**config.mk**
```make
export PLATFORM = sky130hd
export DESIGN_NAME = exec_trace_monitor
export DESIGN_NICKNAME = d
export VERILOG_FILES = /design/src/rtl/exec_trace_monitor.sv
export SDC_FILE = /design/constraint.sdc
export NUM_CORES = 1
export LEC_CHECK = 0
export BUFFER_PORTS_ARGS = -buffer_cell sky130_fd_sc_hd__buf_2
export CAP_MARGIN = 10
export CORE_ASPECT_RATIO = 0.9
export CORE_MARGIN = 3
export CORE_UTILIZATION = 35
export DETAILED_ROUTE_END_ITERATION = 10
export GPL_ROUTABILITY_DRIVEN = 0
export SLEW_MARGIN = 25
export SYNTH_ARGS = -nofsm -noshare
export SYNTH_HDL_FRONTEND = slang
export SYNTH_SLANG_ARGS = --single-unit
```
**constraint.sdc**
```tcl
create_clock -name clk -period 8.6 [get_ports clk]
set_clock_uncertainty 0.15 [all_clocks]
set_input_delay 0.86 -clock clk [delete_from_list [all_inputs] [get_ports clk]]
set_output_delay 0.86 -clock clk [all_outputs]
set_load 0.01 [all_outputs]
```
**src/rtl/exec_trace_monitor.sv**
```systemverilog
// exec_trace_monitor
//   Watches a CPU's register-file write-back port and records every
//   architecturally visible write ({pc, rd, data}) into a show-ahead FIFO.
//   Writes to x0 are ignored. The monitor also counts run cycles and
//   terminates the run on a halt (PC stuck for HALT_REPEAT samples) or on
//   a cycle timeout.
//
// Ports
//   clk            : single clock, all state on rising edge
//   start          : synchronous active-low reset (0 = held in reset)
//   pc_i           : CPU program counter, sampled each edge
//   reg_write_i    : register-file write enable
//   rd_i           : destination register index
//   wb_data_i      : write-back data
//   trace_ready_i  : consumer pop request
//   trace_valid_o  : FIFO head entry valid
//   trace_pc_o     : head entry PC
//   trace_rd_o     : head entry destination register
//   trace_data_o   : head entry write-back data
//   count_o        : FIFO occupancy
//   overflow_o     : sticky, a capture was dropped on a full FIFO
//   cycles_o       : RUN cycles elapsed
//   halted_o       : run ended by PC halt detection
//   timeout_o      : run ended by cycle limit
//   done_o         : halted_o | timeout_o
module exec_trace_monitor #(
  parameter int XLEN        = 32,
  parameter int DEPTH       = 16,
  parameter int MAX_CYCLES  = 300,
  parameter int HALT_REPEAT = 4
) (
  input  logic                     clk,
  input  logic                     start,
  input  logic [XLEN-1:0]          pc_i,
  input  logic                     reg_write_i,
  input  logic [4:0]               rd_i,
  input  logic [XLEN-1:0]          wb_data_i,
  input  logic                     trace_ready_i,
  output logic                     trace_valid_o,
  output logic [XLEN-1:0]          trace_pc_o,
  output logic [4:0]               trace_rd_o,
  output logic [XLEN-1:0]          trace_data_o,
  output logic [$clog2(DEPTH):0]   count_o,
  output logic                     overflow_o,
  output logic [31:0]              cycles_o,
  output logic                     halted_o,
  output logic                     timeout_o,
  output logic                     done_o
);

  localparam int AW  = $clog2(DEPTH);
  localparam int RLW = $clog2(HALT_REPEAT + 1);
  localparam logic [AW:0]    FULL_CNT  = (AW+1)'(DEPTH);
  localparam logic [RLW-1:0] HALT_LEN  = RLW'(HALT_REPEAT);
  localparam logic [31:0]    LAST_CYC  = 32'(MAX_CYCLES - 1);

  typedef enum logic [1:0] {S_RUN, S_HALTED, S_TIMEOUT} state_e;

  state_e          state_q,    state_d;
  logic [31:0]     cycles_q,   cycles_d;
  logic [AW-1:0]   wr_ptr_q,   wr_ptr_d;
  logic [AW-1:0]   rd_ptr_q,   rd_ptr_d;
  logic [AW:0]     count_q,    count_d;
  logic            overflow_q, overflow_d;
  logic            hist_q,     hist_d;
  logic [RLW-1:0]  run_len_q,  run_len_d;
  logic [XLEN-1:0] last_pc_q;

  logic [XLEN-1:0] mem_pc   [DEPTH];
  logic [4:0]      mem_rd   [DEPTH];
  logic [XLEN-1:0] mem_data [DEPTH];

  logic in_run, full, pop, capture, push;

  always_comb begin
    in_run  = (state_q == S_RUN);
    full    = (count_q == FULL_CNT);
    pop     = (count_q != '0) && trace_ready_i;
    capture = in_run && reg_write_i && (rd_i != 5'd0);
    // A full FIFO can still accept a capture when the head leaves the same edge.
    push    = capture && (!full || pop);

    state_d    = state_q;
    cycles_d   = cycles_q;
    overflow_d = overflow_q;
    hist_d     = hist_q;
    run_len_d  = run_len_q;
    wr_ptr_d   = push ? wr_ptr_q + 1'b1 : wr_ptr_q;
    rd_ptr_d   = pop  ? rd_ptr_q + 1'b1 : rd_ptr_q;

    count_d = count_q;
    if (push && !pop)      count_d = count_q + 1'b1;
    else if (!push && pop) count_d = count_q - 1'b1;

    if (capture && full && !pop) overflow_d = 1'b1;

    if (in_run) begin
      cycles_d  = cycles_q + 32'd1;
      hist_d    = 1'b1;
      // First sample after reset has no predecessor, so it starts a run of 1.
      run_len_d = (hist_q && (pc_i == last_pc_q)) ? run_len_q + 1'b1 : RLW'(1);
      // Halt wins over timeout when both land on the same edge.
      if (run_len_d == HALT_LEN)    state_d = S_HALTED;
      else if (cycles_q == LAST_CYC) state_d = S_TIMEOUT;
    end
  end

  always_ff @(posedge clk) begin
    if (!start) begin
      state_q    <= S_RUN;
      cycles_q   <= '0;
      wr_ptr_q   <= '0;
      rd_ptr_q   <= '0;
      count_q    <= '0;
      overflow_q <= 1'b0;
      hist_q     <= 1'b0;
      run_len_q  <= '0;
    end else begin
      state_q    <= state_d;
      cycles_q   <= cycles_d;
      wr_ptr_q   <= wr_ptr_d;
      rd_ptr_q   <= rd_ptr_d;
      count_q    <= count_d;
      overflow_q <= overflow_d;
      hist_q     <= hist_d;
      run_len_q  <= run_len_d;
    end
  end

  // Storage and PC history are not reset; hist_q and the pointers decide
  // whether their contents are meaningful.
  always_ff @(posedge clk) begin
    last_pc_q <= pc_i;
    if (push) begin
      mem_pc[wr_ptr_q]   <= pc_i;
      mem_rd[wr_ptr_q]   <= rd_i;
      mem_data[wr_ptr_q] <= wb_data_i;
    end
  end

  assign trace_valid_o = (count_q != '0);
  assign trace_pc_o    = mem_pc[rd_ptr_q];
  assign trace_rd_o    = mem_rd[rd_ptr_q];
  assign trace_data_o  = mem_data[rd_ptr_q];
  assign count_o       = count_q;
  assign overflow_o    = overflow_q;
  assign cycles_o      = cycles_q;
  assign halted_o      = (state_q == S_HALTED);
  assign timeout_o     = (state_q == S_TIMEOUT);
  assign done_o        = (state_q != S_RUN);

endmodule

```
==> results of run 1 <==
layout by cell type, fill, tap and decap left out, drive strengths merged, types with 2 or more instances in the layout:
master	synthesis	final
ha	11	11
nand2b	3	3
diode	0	6
clkinv	0	55
or4	6	6
and4	4	4
nand4	18	18
xnor2	54	54
and2	2	2
nor4	10	10
o21ai	11	11
clkbuf	59	144
nor3b	3	3
xor2	7	7
mux4	345	345
nand2	24	24
nor2	51	51
a21o	2	2
a21oi	22	22
nand3	13	13
inv	15	17
edfxtp	1104	1104
nor2b	2	2
buf	32	218
o31ai	5	5
or2	2	2
or3	12	12
clkinvlp	0	5
mux2i	2	2
dfxtp	88	88
nor3	15	15
bufinv	0	5
critical path: stages, from the launching register on:
cell and delay (ns):
dfxtp_4 0.57, buf_16 0.29, buf_12 0.47, mux4_2 0.66, mux4_2 0.59, buf_2 0.19
synthesized netlist by cell type (all sizes together), types with 2 or more instances:
master,n,area [sq um]
nand3,13,77.6
or4,6,45.0
inv,15,56.3
mux2i,2,20.0
dfxtp,88,1760
xor2,7,61.3
xnor2,54,473
nor4,10,62.6
mux4,345,7770
nor2,51,191
ha,11,138
a21o,2,15.0
and4,4,37.5
and2,2,12.5
o21ai,11,55.1
nor3,15,75.1
a21oi,22,110
edfxtp,1104,33200
clkbuf,59,221
nand4,18,113
buf,32,154
o31ai,5,37.5
nor2b,2,12.5
or2,2,12.5
nand2,24,90.1
nand2b,3,18.8
or3,12,75.1
nor3b,3,22.5
cell type report:
type                       count  area, sq um
antenna                        6         15.0
clock buffer                 144         3030
clock inverter                67          485
fill                       11000        75600
inverter                      15         56.3
multi-input combinational    639         9800
sequential                  1192        34900
tap                         1701         2130
timing repair buffer         218         1310
worst min path at each step:
stage	start	end	slack, ns	cells after the start
floorplan	hist_q	hist_q	0.28	2
global placement	hist_q	hist_q	0.30	2
detailed placement	hist_q	hist_q	0.30	2
CTS	pc_i[15]	last_pc_q[15]	0.23	1
global route	pc_i[15]	last_pc_q[15]	0.26	1
finish	pc_i[15]	last_pc_q[15]	0.29	1
metal layers:
metal  share of wire  vias to the layer above
met2            0.49                      642
li1                -                     8725
met4           0.016                        8
met5         0.00056                        -
met1            0.43                    11100
met3           0.066                      137
cells by family (layout without fill, tap and decap cells):
| group | after synthesis | count (layout) | synth area share |
|---|---|---|---|
| flip-flops | 1192 | 1192 | 0.776 |
| multiplexers | 347 | 347 | 0.173 |
| AND/OR/NAND/NOR | 172 | 172 | 0.0203 |
| buffers and inverters | 106 | 444 | 0.00959 |
| XOR/XNOR | 61 | 61 | 0.0119 |
| AO/OA/AOI/OAI | 47 | 47 | 0.00623 |
| adder cells (fa/ha/maj) | 12 | 12 | 0.00350 |
| other | 0 | 6 | 0 |
per-stage QoR:
step / utilization / hold slack (ns) / instance area [sq um] / cells / power, mW
global route: 0.406 / 0.261 / 51700 / 3976 / 14.4
detailed placement: 0.378 / 0.302 / 48100 / 3763 / 9.31
global placement: 0.378 / 0.296 / 48100 / 3761 / 9.27
finish: 0.406 / 0.293 / 51700 / 3982 / 13.8
CTS: 0.406 / 0.226 / 51700 / 3974 / 14.0
floorplan: - / 0.284 / 45000 / 1937 / 8.47
sequential cells by signal, indices dropped and copies added (netlist names), named ones only:
register,cells
mem_pc,512
run_len_q,3
hist_q,1
cycles_o,32
last_pc_q,32
overflow_o,1
wr_ptr_q,4
mem_data,512
count_o,5
mem_rd,80
rd_ptr_q,4
state_q,2
power breakdown:
| part | internal (mW) | total (mW) | leakage (nW) | switching, mW |
|---|---|---|---|---|
| combinational | 1.30 | 2.55 | 3.38 | 1.25 |
| sequential | 6.47 | 6.57 | 10.7 | 0.0979 |
| clock | 2.63 | 4.72 | 1.70 | 2.09 |
| total | 10.4 | 13.8 | 15.8 | 3.44 |
==> impl_metrics.json, run 1 <==
{
  "synth_edf_count": 1104,
  "use_met2": 0.243,
  "drive_above_1_share": 0.326,
  "dp_slack_ns": 4.00,
  "cts.sinks": 1192,
  "worst_pin_slew_ns": 1.09,
  "clock_latency_ns": 0.69,
  "hold_violations": 0,
  "grt_pass1_wl_um": 149000,
  "ir_worst_vdd_mv": 0.261,
  "rrSetupSlack_ns": 4.91,
  "initial_core_util": 0.353,
  "netlist_instances": 1937,
  "antenna_found_initial": 23,
  "grt_use_met3": 0.0376,
  "cts_tree": "built",
  "avgSynthCellArea_sq_um": 23.2,
  "cp-end-kind": "output port",
  "finalCritPeriodShare": 0.550,
  "synth_seq_cells": 1192,
  "max-cap-violations": 0,
  "grt_usage": 0.151,
  "synth_nets": 2022,
  "yosys_warnings": 0,
  "avgRoutedWirePerCell_um": 25.2,
  "powerDensity_mw_per_mm2": 267,
  "finalNetCount": 2267,
  "syn_to_final_growth_pct": 14.9,
  "synthDistinctLibCells": 47,
  "async_flop_share": 0,
  "crit_type": "reg2out",
  "fin_tns_setup_ns": 0,
  "ant_nets": 0,
  "relSlewSlack": 0.275,
  "synth_area_sq_mm": 0.0450,
  "required_ns": 7.59,
  "die_w_um": 384,
  "start_kind": "register",
  "busiest_layer": "met2",
  "post_cts_buffers": 0,
  "vias": 20600,
  "status": "complete, no violations",
  "dr.pass1.iters": 5,
  "synth-seq-area-share": 0.776,
  "critPathCapture": "trace_rd_o[1]",
  "num_rows": 124,
  "coreArea_sq_mm": 0.127,
  "cts_made_buffers": 116,
  "crit_fanout": 89,
  "port_buffers": 183,
  "die_y_um": 346,
  "p_leak_nw": 15.8,
  "fin_crit_ns": 4.73,
  "slew_violations": 0,
  "detail_route.vias_per_cell": 5.16,
  "fin_ws_ns": 3.87,
  "first_iter_violations": 1784,
  "post_cts_resized": 0,
  "dpl.hpwl_um": 55500,
  "max_freq_ghz": 0.211,
  "cts_hold_buf": 0,
  "cts_buffer_depth": 3,
  "rsz0062_at_grt": "no",
  "grt_pass1_vias": 21600,
  "wl_um": 100000,
  "r2r-end": "mem_rd[13][3]",
  "finalSetupViolations": 0,
  "io_pins": 184,
  "grt_max_degree": 140,
  "h-tree-depth": 3,
  "drc": 0,
  "r2r_start": "state_q[1]",
  "worstPathArrival_ns": 3.72,
  "die_area_sq_mm": 0.133,
  "synth_ff_type": "edfxtp_1",
  "grtUsageMet1": 0.212,
  "clk_pin_slew_ns": 0.07,
  "rr_worst_depth": 7,
  "root_buffer": "clkbuf_16",
  "gr-total-overflow": 0,
  "hold_path.class": "in2reg"
}
Power figures use the tool's default switching activity.
==> inputs of run 2 (changes only) <==
==> constraint.sdc (replaced) <==
create_clock -name clk -period 4.15 [get_ports clk]
set_clock_uncertainty 0.15 [all_clocks]
set_input_delay 0.415 -clock clk [delete_from_list [all_inputs] [get_ports clk]]
set_output_delay 0.415 -clock clk [all_outputs]
set_load 0.01 [all_outputs]
==> impl_metrics.json, run 2 (same netlist as run 1, synthesis figures left out) <==
{
  "status": "complete, no violations",
  "first_iter_violations": 2056,
  "vias": 21200,
  "relSlewSlack": 0.387,
  "whs_ns": 0.121,
  "coreArea_sq_mm": 0.127,
  "max_freq_ghz": 0.267,
  "worstPathArrival_ns": 3.17,
  "detail_route.vias_per_cell": 5.19,
  "antenna_found_initial": 15,
  "wl_um": 104000,
  "gr-total-overflow": 0,
  "powerDensity_mw_per_mm2": 556,
  "dr.pass1.iters": 5,
  "worst_pin_slew_ns": 0.920,
  "io_pins": 184,
  "avgRoutedWirePerCell_um": 25.4,
  "num_rows": 124,
  "max-cap-violations": 0,
  "slew_violations": 0,
  "die_area_sq_mm": 0.133,
  "fin_tns_setup_ns": 0,
  "port_buffers": 183,
  "hold_violations": 0,
  "hold_path.class": "in2reg",
  "h-tree-depth": 3,
  "finalCritPeriodShare": 0.901,
  "fin_ws_ns": 0.411,
  "crit_fanout": 31,
  "final_cell_area_sq_mm": 0.0533,
  "initial_core_util": 0.353,
  "cts_buffer_depth": 3,
  "cts_made_buffers": 119,
  "placed_area_sq_mm": 0.0487,
  "final_cell_mix": "edfxtp_1, mux4_2, buf_2",
  "grt_pass1_vias": 22400,
  "clock_latency_ns": 0.73,
  "drc": 0,
  "clk_pin_slew_ns": 0.06,
  "grt_usage": 0.157,
  "start_kind": "register",
  "ant_nets": 0,
  "power.total_mw": 29.6,
  "fin_cells": 4091,
  "dp_cells": 3792,
  "cts.sinks": 1192,
  "die_y_um": 346,
  "layout_commonest_cell": "edfxtp_1",
  "syn_to_final_growth_pct": 18.3,
  "grt_pass1_wl_um": 154000,
  "cts_tree": "built",
  "cp-end-kind": "output port",
  "die_w_um": 384,
  "drive_above_1_share": 0.328,
  "grt_max_degree": 65,
  "dp_slack_ns": 0.366,
  "finalNetCount": 2368,
  "dpl.hpwl_um": 59300,
  "finalSetupViolations": 0,
  "utilization": 0.418,
  "fin_crit_ns": 3.74,
  "ir_worst_vdd_mv": 0.349,
  "root_buffer": "clkbuf_16",
  "rsz0062_at_grt": "no",
  "crit_type": "reg2out",
  "required_ns": 3.59,
  "reg_top3": "mem_data x512, mem_pc x512, mem_rd x80",
  "p_leak_nw": 16.4
}
==> run 2: final cells by class <==
class                   count  area [sq um]
diodes                      9          22.5
clock buffers             155          3150
clock inverters            64           702
fillers                 10900         74100
inverters                  15          56.3
multi-input cells         639          9810
flip-flops and latches   1192         34900
well taps                1701          2130
repair buffers            316          2450
==> run 2: path summary, 6_finish.rpt <==
kind	startpoint	to	slack (ns)	depth (start not counted)
max reg2reg	count_o[0]	count_o[4]	0.78	12
max	register	trace_rd_o[4]	0.41	5
min reg2reg	hist_q	hist_q	0.32	2
min	reg_write_i	wr_ptr_q[3]	0.12	5
==> run 2: what timing repair did <==
item                                   4_1_cts  5_1_grt
hold buffers                                71        0
endpoints found under the hold margin     1122        0
buffers inserted                             0        0
gates resized for setup                      0        0
==> run 2: layer usage <==
layer / vias up / part of all wire / global-route usage
met5: - / 0.00020 / 0
met4: 4 / 0.022 / 0.0400
met3: 155 / 0.080 / 0.0435
met2: 707 / 0.47 / 0.241
met1: 11400 / 0.43 / 0.221
li1: 8918 / - / -
==> run 2: critical path, stage by stage (launching register included) <==
cell and delay (ns):
dfxtp_4 0.58, buf_12 0.29, buf_12 0.29, mux4_2 0.59
mux4_2 0.53, buf_2 0.17
==> run 2: report_power, final <==
group          leakage, nW  internal (mW)  switching [mW]
clock network         1.87           5.99            4.52
registers             10.7           13.4           0.204
logic                 3.85           2.80            2.69
